--- config.mk ---
export PLATFORM = sky130hd
export DESIGN_NAME = ex_muldiv_unit
export DESIGN_NICKNAME = d
export VERILOG_FILES = /design/src/rtl/ex_muldiv_unit.sv
export SDC_FILE = /design/constraint.sdc
export NUM_CORES = 2
export LEC_CHECK = 0
export CAP_MARGIN = 20
export CORE_MARGIN = 2
export CORE_UTILIZATION = 40
export DETAILED_ROUTE_END_ITERATION = 12
export PLACE_DENSITY = 0.64
export SETUP_SLACK_MARGIN = 0.02
export SLEW_MARGIN = 15
export SYNTH_ARGS = -nofsm -noshare
export SYNTH_HDL_FRONTEND = slang
export SYNTH_SLANG_ARGS = --single-unit
--- constraint.sdc ---
create_clock -name clk -period 21.5 [get_ports clk]
set_input_delay 3.225 -clock clk [delete_from_list [all_inputs] [get_ports clk]]
set_output_delay 3.225 -clock clk [all_outputs]
set_load 0.05 [all_outputs]
--- src/rtl/ex_muldiv_unit.sv ---
// ex_muldiv_unit: iterative RV M-extension multiply/divide for the EX stage
module ex_muldiv_unit #(
  parameter int XLEN = 64,
  parameter int REG_COUNT = 32,
  localparam int RW = $clog2(REG_COUNT),
  localparam int CW = $clog2(XLEN)
) (
  input  logic            clk,
  input  logic            rst,
  input  logic            start,
  input  logic [2:0]      funct3_in,
  input  logic [XLEN-1:0] rs1_in,
  input  logic [XLEN-1:0] rs2_in,
  input  logic [RW-1:0]   rd_addr_in,
  input  logic            flush,
  output logic            busy,
  output logic            result_valid,
  output logic [XLEN-1:0] result,
  output logic [RW-1:0]   rd_addr_out
);
  typedef enum logic [1:0] {IDLE, CALC, DONE} state_t;
  state_t state, state_nx;
  logic [CW-1:0] cnt;
  logic [2:0] op;
  logic neg;
  logic [XLEN-1:0] opa;
  logic [2*XLEN-1:0] acc, acc_nx;
  logic [RW-1:0] rd_q;
  logic sgn_a, sgn_b, neg_in, div0, ovf, special, accept;
  logic [XLEN-1:0] mag_a, mag_b, special_val, part, fin;
  logic [2*XLEN-1:0] prod;
  logic [XLEN:0] sum, rsh, diff;
  always_comb begin
    sgn_a = rs1_in[XLEN-1] & (funct3_in == 3'b001 || funct3_in == 3'b010 || (funct3_in[2] && !funct3_in[0]));
    sgn_b = rs2_in[XLEN-1] & (funct3_in == 3'b001 || (funct3_in[2] && !funct3_in[0]));
    mag_a = sgn_a ? -rs1_in : rs1_in;
    mag_b = sgn_b ? -rs2_in : rs2_in;
    neg_in = (funct3_in[2] && funct3_in[1]) ? sgn_a : sgn_a ^ sgn_b;
    div0 = funct3_in[2] && rs2_in == '0;
    ovf = funct3_in[2] && !funct3_in[0] && rs1_in == {1'b1, {(XLEN-1){1'b0}}} && &rs2_in;
    special = div0 || ovf;
    special_val = div0 ? (funct3_in[1] ? rs1_in : '1) : (funct3_in[1] ? '0 : rs1_in);
    accept = start && !flush && (state == IDLE || state == DONE);
  end
  // Multiply shifts {carry,hi,lo} right; divide shifts the remainder/quotient pair left
  always_comb begin
    sum = {1'b0, acc[2*XLEN-1:XLEN]} + (acc[0] ? {1'b0, opa} : '0);
    rsh = {acc[2*XLEN-1:XLEN], acc[XLEN-1]};
    diff = rsh - {1'b0, opa};
    acc_nx = op[2] ? (diff[XLEN] ? {rsh[XLEN-1:0], acc[XLEN-2:0], 1'b0}
                                 : {diff[XLEN-1:0], acc[XLEN-2:0], 1'b1})
                   : {sum, acc[XLEN-1:1]};
    prod = neg ? -acc_nx : acc_nx;
    part = op[1] ? acc_nx[2*XLEN-1:XLEN] : acc_nx[XLEN-1:0];
    fin = op[2] ? (neg ? -part : part) : (op[1:0] == 2'b00 ? prod[XLEN-1:0] : prod[2*XLEN-1:XLEN]);
  end
  always_comb begin
    state_nx = IDLE;
    if (!flush) state_nx = accept ? (special ? DONE : CALC) : (state == CALC ? (cnt == '0 ? DONE : CALC) : IDLE);
    busy = state == CALC || (state == IDLE && start);
    result_valid = state == DONE;
  end
  always_ff @(posedge clk or negedge rst) begin
    if (!rst) begin
      state <= IDLE;
      cnt <= '0;
      op <= '0;
      neg <= 1'b0;
      opa <= '0;
      acc <= '0;
      rd_q <= '0;
      result <= '0;
      rd_addr_out <= '0;
    end else begin
      state <= state_nx;
      if (accept) begin
        op <= funct3_in;
        neg <= neg_in;
        rd_q <= rd_addr_in;
        cnt <= CW'(XLEN-1);
        opa <= funct3_in[2] ? mag_b : mag_a;
        acc <= {{XLEN{1'b0}}, funct3_in[2] ? mag_a : mag_b};
        if (special) begin
          result <= special_val;
          rd_addr_out <= rd_addr_in;
        end
      end else if (state == CALC && !flush) begin
        acc <= acc_nx;
        cnt <= cnt - 1'b1;
        if (cnt == '0) begin
          result <= fin;
          rd_addr_out <= rd_q;
        end
      end
    end
  end
endmodule

==> summary.md <==
| Metric | Value |
|---|---|
| Run status | `completed` |
| Clock transition at the registers of the reported paths | `roughly 0.070 ns` |
| Post-Syn Area | `between 0.03 and 0.04 mm^2` |
| Pleak | `approximately 0.016 uW` |
| Sw Pwr | `between 3000 and 4000 uW` |
| Yosys Warn Count | `0` |
| Combinational fraction of design power | `69.8%` |
| Dominant synthesized flop cell | `dfrtp_1` |
| Critical path data required time | `about 22 ns` |
| TritonCTS clock tree | `yes` |
| Worst path max stage delay | `~0.60 ns` |
| Via count of the first global-routing pass | `between 30000 and 40000` |
| Remaining DRCs | `0` |
| Layout area overhead | `11.46%` |
| # IOs | `around 210` |
| Commonest non-fill, non-tap cells in the layout | `nand2_1 (617), a21oi_1 (523), o21ai_0 (510)` |
| Synth top area share | `between 10% and 20%` |
| # resized after CTS | `0` |
| Final wirelength | `180400 um` |
| CP max FO | `9` |
| Placed cells | `roughly 6300` |
| Number of synthesized flops with an enable pin | `0` |
| Antenna Nets Post-Route | `0` |
| Slowest cell on crit path | `nor3_1` |
| Global route total overflow | `0` |
| Worst rel slew slack | `a little under a fifth` |
| FF+latch count, synth | `roughly 280` |
| Min Clock Period, post-route | `9.310 ns` |
| Placed Area | `between 0.03 and 0.04 mm^2` |
| I/O Buffers | `210` |
| Synth unique cells | `between 100 and 150` |
| Final instance area | `roughly 0.040 mm^2` |
| CP startpoint kind | `register` |
| CTS Buf Count | `37` |
| Hold WC Path Type | `register to register` |
| Detailed router's first-iteration violation count | `6164` |
| Layout cells sized above 1 | `under 10%` |
| H-tree level count | `2` |
| First-pass GRT wire length | `260600 um` |
| Worst-Margin Slew | `approximately 1.2 ns` |
| Rows | `110` |
| Seq/Total Area, Yosys | `19.19%` |
| Synth Instances | `5198` |
| Die width | `just over 300 um` |
| Flop pwr share | `between 10% and 20%` |
| RSZ-0062 raised after global routing | `false` |
| Clock Skew | `0.02977 ns` |
| Switching Fraction | `57.45%` |
| Hold path cells | `2` |
| Placeable Area | `approximately 0.09 mm^2` |
| GP Congestion | `between 1 and 1.5` |
| Non-filler cells, final | `6366` |
| Setup bufs post-CTS | `0` |
| Initial antenna violation count | `9` |
| Max-slew violations | `0` |
| Drt pass-1 iters | `6` |
| Syn_nets | `roughly 5500` |
| Root buf cell | `clkbuf_16` |
| Total Neg Setup Slack | `0 ns` |
| # nets final | `approximately 5400` |
| Crit Path Class | `register to register` |
| Via count | `roughly 42000` |
| Commonest non-fill, non-tap cell in the layout | `nand2_1` |
| Vias per inst | `about 6.6` |
| Initial Util | `between 40 and 50%` |
| Top cells by area, synth | `dfrtp_1 (19%), a21oi_1 (7.2%), o21ai_0 (7.1%)` |
| Worst vdd ir | `approximately 0.064 mV` |
| CTS Hold Bufs | `0` |
| Endpoint class of the critical path | `register` |
| Syn avg cell area | `6.974 um^2` |
| Clock power share | `roughly an eighth` |
| Die Area | `~0.093 mm^2` |
| Yosys top cell by area | `dfrtp_1` |
| Clk_lat worst skew | `roughly 0.59 ns` |
| Crit path DAT | `9.78 ns` |
| Power Density | `130.7 mW/mm^2` |
| Die Ht | `~300 um` |
| Maxcap violations | `0` |
| Achievable Freq | `between 100 and 150 MHz` |
| Pin count of the biggest net entering global routing | `~210` |
| DP HPWL | `140000 um` |
| Most used cell, CP | `a21oi_1` |
| Setup Viol. Count Final | `0` |
| Async SR Flop Fraction | `100.0%` |
| Internal power | `around 2200 uW` |
| Clock sinks | `roughly 280` |
| Worst-case reg-to-reg path depth | `28` |
| Period utilization | `a little over two fifths` |
| Worst-case clock buffer depth | `3` |
| Routed len/inst | `about 28 um` |
| Hold Fails Final Rpt | `0` |
| Gr usage total | `around 37%` |
==> synth_stat cells, types with 61 or more instances <==
library cell and instances:
nand2_1 619, a21oi_1 523, o21ai_0 511, nor2_1 503
clkbuf_1 283, dfrtp_1 278, xnor2_1 191, nor3_1 154
ha_1 135, o211ai_1 130, inv_1 129, xor2_1 126
mux2i_1 109, nand4_1 108, and2_1 106, nand3_1 100
a21o_1 70, o31ai_1 70, or3_1 67, a31oi_1 61
==> power groups by stage <==
| stage | clock, uW | combinational (uW) | sequential [uW] |
|---|---|---|---|
| after floorplan | 0 | 2260 | 889 |
| after global placement | 0 | 3520 | 880 |
| after detailed placement | 0 | 3500 | 886 |
| after CTS | 702 | 3520 | 878 |
| after global routing | 717 | 3880 | 904 |
| final | 700 | 3690 | 895 |
==> critical path, delay by kind of cell (launching register included) <==
family / cells / cell delay [ns]
adder cells (fa/ha/maj): 2 / 0.69
multiplexers: 1 / 0.33
AO/OA/AOI/OAI: 10 / 2.62
buffers and inverters: 4 / 0.76
flip-flops: 1 / 0.47
AND/OR/NAND/NOR: 11 / 4.31
==> metrics by stage <==
stage | util (%) | setup slack, ns | power, uW | hold slack [ns]
after global routing | 44.95 | 11.83 | 5506 | 0.5088
after detailed placement | 43.49 | 12.38 | 4385 | 0.4525
final | 44.96 | 12.19 | 5282 | 0.4673
after floorplan | - | 14.03 | 3147 | 0.4358
after global placement | 43.46 | 12.49 | 4398 | 0.4497
after CTS | 44.92 | 12.47 | 5100 | 0.4669
==> state kept, by name, indices dropped and copies added (netlist names) <==
| signal | count |
|---|---|
| rd_addr_out | 5 |
| cnt | 6 |
| result | 64 |
| opa | 64 |
| rd_q | 5 |
| neg | 1 |
| state | 2 |
| acc | 128 |
| op | 3 |
==> cell type report <==
class | instances | area [um^2]
Clock buffer | 49 | 1001
Antenna cell | 4 | 10.01
Multi-Input combinational cell | 4413 | 27370
Timing Repair Buffer | 300 | 2808
Sequential cell | 278 | 6968
Tap cell | 1176 | 1471
Clock inverter | 15 | 286.5
Inverter | 131 | 493.0
Fill cell | 9273 | 49470
==> final timing paths <==
check	startpoint	slack, ns	end
worst max-delay path	acc[112]	12.19	result[40]
worst min-delay path	rd_q[4]	0.47	rd_q[4]
worst max register to register	acc[112]	12.19	result[40]
worst min register to register	rd_q[4]	0.47	rd_q[4]
max in group asynchronous	rst	16.63	opa[58]
min in group asynchronous	rst	2.66	cnt[3]
==> metal layers <==
| metal | track usage (%) | up-vias | part of all wire (%) |
|---|---|---|---|
| li1 | - | 19023 | - |
| met1 | 52.71 | 20126 | 42 |
| met2 | 51.70 | 2730 | 39 |
| met3 | 10.58 | 401 | 13 |
| met4 | 16.72 | 2 | 5.3 |
| met5 | 0 | - | 0.0055 |
==> cell families after synthesis <==
logic type	count (synthesis)	synth area share [%]
flip-flops	278	19.19
buffers and inverters	507	5.488
AO/OA/AOI/OAI	1815	31.37
adder cells (fa/ha/maj)	185	6.096
AND/OR/NAND/NOR	1926	25.15
multiplexers	170	5.046
XOR/XNOR	317	7.659
Note: power is estimated with default switching activity, not from simulation.
